File: config.mk
export PLATFORM = sky130hd
export DESIGN_NAME = mem_arbiter
export DESIGN_NICKNAME = d
export VERILOG_FILES = /design/src/rtl/mem_arbiter_pkg.sv /design/src/rtl/mem_arb_sel.sv /design/src/rtl/mem_arbiter.sv
export SDC_FILE = /design/constraint.sdc
export NUM_CORES = 1
export LEC_CHECK = 0
export ABC_AREA = 1
export CAP_MARGIN = 5
export CORE_AREA = 2 2 203 205
export CTS_BUF_LIST = sky130_fd_sc_hd__clkbuf_8
export CTS_CLUSTER_SIZE = 12
export DETAILED_ROUTE_END_ITERATION = 8
export DIE_AREA = 0 0 205 207
export PLACE_DENSITY_LB_ADDON = 0.2
export SETUP_SLACK_MARGIN = 0.5
export SLEW_MARGIN = 0
export SYNTH_ARGS = -nofsm -noshare
export SYNTH_HDL_FRONTEND = slang
export SYNTH_SLANG_ARGS = --single-unit
File: constraint.sdc
create_clock -name clk -period 1.95 [get_ports clk]
set_input_delay 0.195 -clock clk [delete_from_list [all_inputs] [get_ports clk]]
set_output_delay 0.195 -clock clk [all_outputs]
set_load 0.01 [all_outputs]
File: src/rtl/mem_arbiter_pkg.sv
// Shared types for the IFU/LSU memory arbiter: access widths, FSM states, owner.
package mem_arbiter_pkg;

   localparam int unsigned AddrWidth  = 32;
   localparam int unsigned WdtTypeCnt = 4;
   localparam int unsigned WdtWidth   = $clog2(WdtTypeCnt);

   typedef enum logic [WdtWidth-1:0] {
      Wdt8  = 2'd0,
      Wdt16 = 2'd1,
      Wdt32 = 2'd2,
      Wdt64 = 2'd3
   } wdt_e;

   typedef enum logic [1:0] {
      StIdle,
      StIssue,
      StWait,
      StResp
   } arb_state_e;

   typedef enum logic {
      OwnIfu,
      OwnLsu
   } owner_e;

endpackage

File: src/rtl/mem_arb_sel.sv
// Grant selection between IFU and LSU with an IFU starvation counter.
module mem_arb_sel #(
   parameter int unsigned STARVE_LIM = 2
) (
   input  logic clk,
   input  logic rst,
   input  logic idle,
   input  logic ifu_valid,
   input  logic lsu_valid,
   output logic sel_ifu,
   output logic sel_lsu
);

   // +2 keeps the counter at least one bit wide when STARVE_LIM is 0.
   localparam int unsigned CntW = $clog2(STARVE_LIM + 2);

   logic [CntW-1:0] cnt_q, cnt_d;
   logic            starved;

   // LSU has priority unless the waiting IFU has hit the starvation limit.
   always_comb begin
      starved = (cnt_q == CntW'(STARVE_LIM)) & ifu_valid;
      sel_lsu = lsu_valid & ~starved;
      sel_ifu = ifu_valid & ~sel_lsu;
   end

   // Counter only moves in IDLE, where a selection is always a grant.
   always_comb begin
      cnt_d = cnt_q;
      if (idle) begin
         if (!ifu_valid || sel_ifu) begin
            cnt_d = '0;
         end else if (sel_lsu && (cnt_q != CntW'(STARVE_LIM))) begin
            cnt_d = cnt_q + 1'b1;
         end
      end
   end

   // Starvation counter register.
   always_ff @(posedge clk) begin
      if (rst) begin
         cnt_q <= '0;
      end else begin
         cnt_q <= cnt_d;
      end
   end

endmodule

File: src/rtl/mem_arbiter.sv
// Single-outstanding memory arbiter between instruction fetch and load/store.
module mem_arbiter
   import mem_arbiter_pkg::*;
#(
   parameter int unsigned STARVE_LIM = 2
) (
   input  logic                 clk,
   input  logic                 rst,
   input  logic                 ifu_req_valid,
   output logic                 ifu_req_ready,
   input  logic [63:0]          ifu_addr,
   output logic                 ifu_rsp_valid,
   input  logic                 ifu_rsp_ready,
   output logic [31:0]          ifu_rdata,
   input  logic                 lsu_req_valid,
   output logic                 lsu_req_ready,
   input  logic [63:0]          lsu_addr,
   input  logic                 lsu_we,
   input  logic [63:0]          lsu_wdata,
   input  logic [WdtWidth-1:0]  lsu_wdt,
   output logic                 lsu_rsp_valid,
   input  logic                 lsu_rsp_ready,
   output logic [63:0]          lsu_rdata,
   output logic [63:0]          mem_raddr,
   output logic [AddrWidth-1:0] mem_waddr,
   output logic [63:0]          mem_wdata,
   output logic                 mem_wen,
   output logic                 mem_ren,
   output logic [WdtWidth-1:0]  wdt_op,
   input  logic [63:0]          mem_rdata
);

   arb_state_e  state_q;
   owner_e      owner_q;
   logic        we_q;
   logic [63:0] addr_q;
   logic [63:0] wdata_q;
   wdt_e        wdt_q;
   logic        mem_ren_q, mem_wen_q;
   logic        ifu_rsp_valid_q, lsu_rsp_valid_q;
   logic [31:0] ifu_rdata_q;
   logic [63:0] lsu_rdata_q;

   logic idle, sel_ifu, sel_lsu;
   logic ifu_hs, lsu_hs, rsp_hs;

   assign idle = (state_q == StIdle);

   mem_arb_sel #(
      .STARVE_LIM(STARVE_LIM)
   ) u_sel (
      .clk      (clk),
      .rst      (rst),
      .idle     (idle),
      .ifu_valid(ifu_req_valid),
      .lsu_valid(lsu_req_valid),
      .sel_ifu  (sel_ifu),
      .sel_lsu  (sel_lsu)
   );

   // Ready and strobes are masked by rst so nothing handshakes or fires in a reset cycle.
   always_comb begin
      ifu_req_ready = idle & sel_ifu & ~rst;
      lsu_req_ready = idle & sel_lsu & ~rst;
      mem_ren       = mem_ren_q & ~rst;
      mem_wen       = mem_wen_q & ~rst;
      ifu_hs        = ifu_req_valid & ifu_req_ready;
      lsu_hs        = lsu_req_valid & lsu_req_ready;
      rsp_hs        = (ifu_rsp_valid_q & ifu_rsp_ready) | (lsu_rsp_valid_q & lsu_rsp_ready);
   end

   assign mem_raddr     = addr_q;
   assign mem_waddr     = addr_q[AddrWidth-1:0];
   assign mem_wdata     = wdata_q;
   assign wdt_op        = wdt_q;
   assign ifu_rsp_valid = ifu_rsp_valid_q;
   assign lsu_rsp_valid = lsu_rsp_valid_q;
   assign ifu_rdata     = ifu_rdata_q;
   assign lsu_rdata     = lsu_rdata_q;

   // Transaction FSM with registered strobes, response flags and data.
   always_ff @(posedge clk) begin
      if (rst) begin
         state_q         <= StIdle;
         owner_q         <= OwnIfu;
         we_q            <= 1'b0;
         addr_q          <= '0;
         wdata_q         <= '0;
         wdt_q           <= Wdt8;
         mem_ren_q       <= 1'b0;
         mem_wen_q       <= 1'b0;
         ifu_rsp_valid_q <= 1'b0;
         lsu_rsp_valid_q <= 1'b0;
         ifu_rdata_q     <= '0;
         lsu_rdata_q     <= '0;
      end else begin
         unique case (state_q)
            StIdle: begin
               if (lsu_hs) begin
                  owner_q   <= OwnLsu;
                  we_q      <= lsu_we;
                  addr_q    <= lsu_addr;
                  wdata_q   <= lsu_wdata;
                  wdt_q     <= wdt_e'(lsu_wdt);
                  mem_ren_q <= ~lsu_we;
                  mem_wen_q <= lsu_we;
                  state_q   <= StIssue;
               end else if (ifu_hs) begin
                  owner_q   <= OwnIfu;
                  we_q      <= 1'b0;
                  addr_q    <= ifu_addr;
                  wdata_q   <= '0;
                  wdt_q     <= Wdt32;
                  mem_ren_q <= 1'b1;
                  mem_wen_q <= 1'b0;
                  state_q   <= StIssue;
               end
            end
            StIssue: begin
               mem_ren_q <= 1'b0;
               mem_wen_q <= 1'b0;
               state_q   <= StWait;
            end
            StWait: begin
               if (owner_q == OwnIfu) begin
                  ifu_rdata_q     <= mem_rdata[31:0];
                  ifu_rsp_valid_q <= 1'b1;
               end else begin
                  lsu_rdata_q     <= we_q ? 64'd0 : mem_rdata;
                  lsu_rsp_valid_q <= 1'b1;
               end
               state_q <= StResp;
            end
            StResp: begin
               if (rsp_hs) begin
                  ifu_rsp_valid_q <= 1'b0;
                  lsu_rsp_valid_q <= 1'b0;
                  state_q         <= StIdle;
               end
            end
            default: state_q <= StIdle;
         endcase
      end
   end

endmodule

==> results.yml, run 1 <==
grt:
  grt_start_max_net_pins: 97
  global_route_usage_over_all_layers_pct: 17.9
  gr-total-overflow: 0
  first_global_vias: 9677
  grt_pass1_wl_um: 59200
  number_of_antenna_violations_at_the_first_check_in_global_routing: 1
final_layout:
  fillers: 4022
  layout.cells.most_common: "nand2_1"
  drive_gt1_share_pct: 16.6
  most-common-layout-cells: "327 x nand2_1, 263 x clkdlybuf4s50_1, 228 x dlymetal6s2s_1"
  layout-area-overhead-vs-synth_pct: 92.8
  nNetsFinal: 1987
  postLayoutCoreUtil_pct: 43.7
clock_network:
  cts_htree_levels: 2
  cts_max_path_bufs: 3
  clock-root-buffer: "clkbuf_8"
  cts_buffers: 45
  clk_latency_ns: 0.59
  clock_sinks: 236
  cts_tree: "done"
  clkTransAtPathRegs_ns: 0.06
critical_path:
  timing_worst_setup_path_type: "reg -> out"
  worstPathRequired_ns: 1.75
  worstSetupEndpointType: "output port"
  worstSetupStartpointType: "flip-flop"
  worstPathArrival_ns: 1.53
  worst-path-max-fanout: 4
pwr:
  share_of_power_burned_in_combinational_logic_pct: 39.5
  irDropWorstVdd_uv: 595
  power.internal_uw: 12100
  part_of_the_power_in_registers_pct: 33.2
  total_switching_power_uw: 6300
  total_leakage_power_uw: 0.0101
  netSwitchingFraction_pct: 34.3
  p_per_area_nw_per_um2: 1040
  power_frac_clock_pct: 27.3
detailed_routing:
  wl_per_cell_um: 19.1
  postRouteWirelength_um: 43600
  initial_drc_count: 533
  route.antenna.remaining_nets: 0
  viasPerCell: 4.47
  detail_route.drc_violations: 0
  drt-pass1-iter-count: 4
  routed-via-count: 10200
die:
  die_height_um: 207
  initial_standard_cell_utilization_of_the_core_pct: 22.7
  core_um2: 40400
  core.rowCount: 74
  die_w_um: 205
  num_io_pins: 529
  full_die_area_um2: 42400
synth:
  synth_largest_type_area_fraction_pct: 51.6
  synth_top_cells_by_area: "dfxtp_1 52%, nand2_1 14%, a21oi_1 7.3%"
  synthesis.instances: 1180
  synthDistinctLibCells: 24
  synthesis.nets: 1451
  post_synth_instance_area_um2: 9150
  syn_avg_cell_area_um2: 7.75
  ys_ff_latch: 236
  synth_warnings: 0
  synthDominantAreaCellType: "dfxtp_1"
  synth-seq-area-share_pct: 51.6
sta:
  max_slew_margin_pct: 39.7
  clock_skew_ns: 0.0278
  worst_slew_pin_slew_ns: 0.904
  final.setup.worst_slack_ns: 0.222
  setup_viol_count_final: 0
  report.final.hold_viol_count: 0
  slew_viol_final: 0
  layout_min_cycle_time_ns: 1.73
  unrepaired_setup_endpoints_after_global_routing: "true"
  fmaxAchievable_mhz: 579
  final.setup.tns_ns: 0
  finalCritPeriodShare_pct: 88.6
placed_design:
  dp.final_hpwl_um: 28000
  preCtsSetupSlack_ns: 0.0705
  gp_routability_congestion: 0.808
  numPortBuffers: 528
run:
  max_cap_viol_count: 0
run_status:
  status: "complete, no violations"
min_path:
  hold_class: "in -> reg"
-- Yosys cell counts, drive strengths merged --
cell    instances
a21oi         134
o21ai          36
nand3         135
nor2           81
clkbuf         40
inv            15
or2             1
buf            86
nand2         342
o21a            1
nand4           1
o31ai           1
dfxtp         236
a31oi          64
ha              6
nor3            1
-- path summary, 6_finish.rpt --
path / start / endpoint / slack, ns / cells after the start
min: rst / u_sel.cnt_q[1]$_SDFFE_PP0P_ / 0.14 / 3
max: state_q[1]$_SDFFE_PP0P_ / ifu_req_ready / 0.22 / 5
max reg2reg: state_q[0]$_SDFFE_PP0P_ / mem_wdata[47]$_SDFFE_PP0P_ / 0.25 / 10
min reg2reg: mem_wdata[18]$_SDFFE_PP0P_ / mem_wdata[18]$_SDFFE_PP0P_ / 0.45 / 2
-- stage by stage --
stage / instances / power (µW) / cell area, µm² / hold slack, ns
finish: 2279 / 18400 / 17600 / 0.145
global route: 2279 / 19400 / 17600 / 0.129
CTS: 2243 / 17500 / 16000 / 0.0739
detailed placement: 2157 / 12200 / 15000 / 0.452
global placement: 2157 / 12200 / 15000 / 0.446
floorplan: 1180 / 8930 / 9150 / 0.342
-- critical path: stages, from the launching register on --
cell and delay [ns]:
dfxtp_2 0.32, inv_2 0.08, ha_4 0.18, nand3_4 0.09, nor2_1 0.10, buf_2 0.15
-- power by group through the flow --
| stage | clock, µW | sequential (µW) | combinational [µW] |
|---|---|---|---|
| final | 5020 | 6100 | 7250 |
| after global routing | 5390 | 6180 | 7850 |
| after CTS | 5220 | 6040 | 6240 |
| after detailed placement | 0 | 6110 | 6110 |
| after global placement | 0 | 6080 | 6090 |
| after floorplan | 0 | 6360 | 2580 |
-- timing repair --
action,CTS,global route
gates resized for setup,142,382
gates cloned,0,22
endpoints found under the setup margin,493,468
pin swaps,4,25
endpoints found under the hold margin,1,0
hold buffers,1,0
setup buffers,8,13
-- metal layers --
layer / vias up / routed length, µm / global-route usage, %
li1: 4986 / - / -
met1: 4736 / 16700 / 20.5
met2: 389 / 22000 / 30.9
met3: 73 / 3740 / 6.01
met4: 0 / 1140 / 6.50
met5: - / 0 / 0
-- sequential cells by signal (all words and copies together), names as in the netlist --
signal / count
mem_wen_q: 1
mem_wdata: 64
lsu_rsp_valid: 1
ifu_rdata: 32
state_q: 2
u_sel.cnt_q: 2
we_q: 1
mem_ren_q: 1
lsu_rdata: 64
mem_raddr: 64
owner_q: 1
ifu_rsp_valid: 1
wdt_op: 2
-- cell type report --
type                       count  area (µm²)  area share (%)
antenna                        1        2.50          0.0142
clock buffer                  55         757            4.29
clock inverter                22         148           0.837
inverter                      15        81.3           0.461
multi-input combinational    803        4070            23.1
sequential                   236        4760            27.0
tap                          532         666            3.77
timing repair buffer         614        7140            40.5
timing repair inverter         1        16.3          0.0922
-- kinds of logic after synthesis --
kind of cell | synth area share, %
compound gates | 13.8
fa+ha+maj | 0.821
buf+inv | 8.52
flops | 51.6
simple gates | 25.2
Note: power is estimated with default switching activity, not from simulation.
==> run 2, diff against run 1 <==
==> constraint.sdc (replaced) <==
create_clock -name clk -period 1.95 [get_ports clk]
set_input_delay 0.2925 -clock clk [delete_from_list [all_inputs] [get_ports clk]]
set_output_delay 0.2925 -clock clk [all_outputs]
set_load 0.01 [all_outputs]
==> results.yml, run 2 (synthesis results as in run 1) <==
die:
  core_um2: 40400
  full_die_area_um2: 42400
  initial_standard_cell_utilization_of_the_core_pct: 22.7
  core.rowCount: 74
  die_height_um: 207
  num_io_pins: 529
  die_w_um: 205
sta:
  clock_skew_ns: 0.0250
  report.final.hold_viol_count: 0
  final.setup.tns_ns: 0
  fmaxAchievable_mhz: 545
  setup_viol_count_final: 0
  slew_viol_final: 0
  finalCritPeriodShare_pct: 94.1
  final.setup.worst_slack_ns: 0.115
  worst_slew_pin_slew_ns: 0.954
  layout_min_cycle_time_ns: 1.83
  max_slew_margin_pct: 36.4
  unrepaired_setup_endpoints_after_global_routing: "true"
pwr:
  total_power_uw: 17400
  p_per_area_nw_per_um2: 1100
  total_leakage_power_uw: 0.00627
  irDropWorstVdd_uv: 670
grt:
  number_of_antenna_violations_at_the_first_check_in_global_routing: 1
  gr-total-overflow: 0
  grt_pass1_wl_um: 59400
  grt_start_max_net_pins: 115
  global_route_usage_over_all_layers_pct: 18.1
  first_global_vias: 9726
placed_design:
  numPortBuffers: 528
  preCtsSetupSlack_ns: -0.0972
  number_of_placed_cells_counting_well_taps: 2150
  gp_routability_congestion: 0.806
  dp.final_hpwl_um: 27200
run:
  max_cap_viol_count: 0
final_layout:
  layout.cells.most_common: "clkdlybuf4s50_1"
  fillers: 4253
  layout-area-overhead-vs-synth_pct: 73.2
  most-common-layout-cells: "358 x clkdlybuf4s50_1, 325 x nand2_1, 192 x dfxtp_1"
  layout.cells.non_filler: 2269
  nNetsFinal: 1977
  drive_gt1_share_pct: 22.0
  postLayoutCoreUtil_pct: 39.2
critical_path:
  worst-path-max-fanout: 2
  worstSetupEndpointType: "output port"
  timing_worst_setup_path_type: "reg -> out"
  worstPathRequired_ns: 1.66
  worstPathArrival_ns: 1.54
  worstSetupStartpointType: "flip-flop"
detailed_routing:
  initial_drc_count: 629
  viasPerCell: 4.53
  route.antenna.remaining_nets: 0
  detail_route.drc_violations: 0
  drt-pass1-iter-count: 5
  wl_per_cell_um: 18.4
  postRouteWirelength_um: 41600
  routed-via-count: 10300
clock_network:
  clk_latency_ns: 0.59
  cts_htree_levels: 2
  cts_buffers: 45
  cts_tree: "done"
  clkTransAtPathRegs_ns: 0.06
  cts_max_path_bufs: 3
  clock-root-buffer: "clkbuf_8"
  clock_sinks: 236
min_path:
  hold_class: "in -> reg"
run_status:
  status: "complete, no violations"
[run 2: changes by cell type in the layout (fill, tap and decap cells not counted), sizes merged]
| cell | change |
|---|---|
| clkinv | -3 |
| bufinv | -1 |
| buf | +76 |
| inv | +5 |
| clkdlybuf4s50 | +95 |
| dlymetal6s2s | -223 |
| clkinvlp | -2 |
| clkdlybuf4s15 | -21 |
| clkbuf | +63 |
| dlygate4sd3 | +1 |
[run 2: where the power goes]
| group | switching (µW) | internal [µW] | leakage [µW] |
|---|---|---|---|
| sequential | 444 | 5610 | 0.00194 |
| clock | 2170 | 2650 | 0.000519 |
| combinational | 3360 | 3180 | 0.00381 |
| total | 5970 | 11400 | 0.00627 |
[run 2: final timing paths]
path | from | depth (start not counted) | slack (ns) | endpoint
worst min-delay path | rst | 4 | 0.09 | mem_wen_q$_SDFFE_PP0P_
worst max register to register | u_sel.cnt_q[1]$_SDFFE_PP0P_ | 11 | 0.16 | mem_raddr[31]$_SDFFE_PP0P_
worst min register to register | mem_wdata[3]$_SDFFE_PP0P_ | 2 | 0.46 | mem_wdata[3]$_SDFFE_PP0P_
worst max-delay path | u_sel.cnt_q[0]$_SDFFE_PP0P_ | 6 | 0.12 | lsu_req_ready
[run 2: final cells by class]
type	count	area [µm²]	area share, %
Timing Repair Buffer	605	5660	35.7
Sequential cell	236	4780	30.2
Multi-Input combinational cell	803	3800	24.0
Clock buffer	55	757	4.78
Tap cell	532	666	4.20
Clock inverter	22	115	0.727
Inverter	15	58.8	0.371
Antenna cell	1	2.50	0.0158
[run 2: per-layer routing]
layer  GRT usage [%]  part of all wire (%)  vias to the layer above
met2            30.4                    49                      434
met1            21.2                    39                     4798
met3            5.81                   9.0                       75
li1                -                     -                     4961
met5               0                     0                        -
met4            6.92                   2.6                        0
[run 2: repair_timing]
action                                  4_1_cts  5_1_grt
pin swaps                                     5        9
endpoints found under the setup margin      466      424
resized for setup                           439      214
buffers inserted                             11       14
endpoints found under the hold margin         2        0
gates cloned                                  2       12
hold buffers                                  2        0
[run 2: metrics by stage]
stage,instance area (µm²),hold WS [ns]
finish,15800,0.0870
global route,15800,0.0645
CTS,15600,0.0144
detailed placement,14800,0.449
global placement,14800,0.445
floorplan,9150,0.440
[run 2: critical path: stages, from the launching register on]
cell and delay (ns):
dfxtp_2 0.32, inv_2 0.04, ha_4 0.16, nand2_4 0.06
nand2_4 0.06, nor2_4 0.18, buf_6 0.14
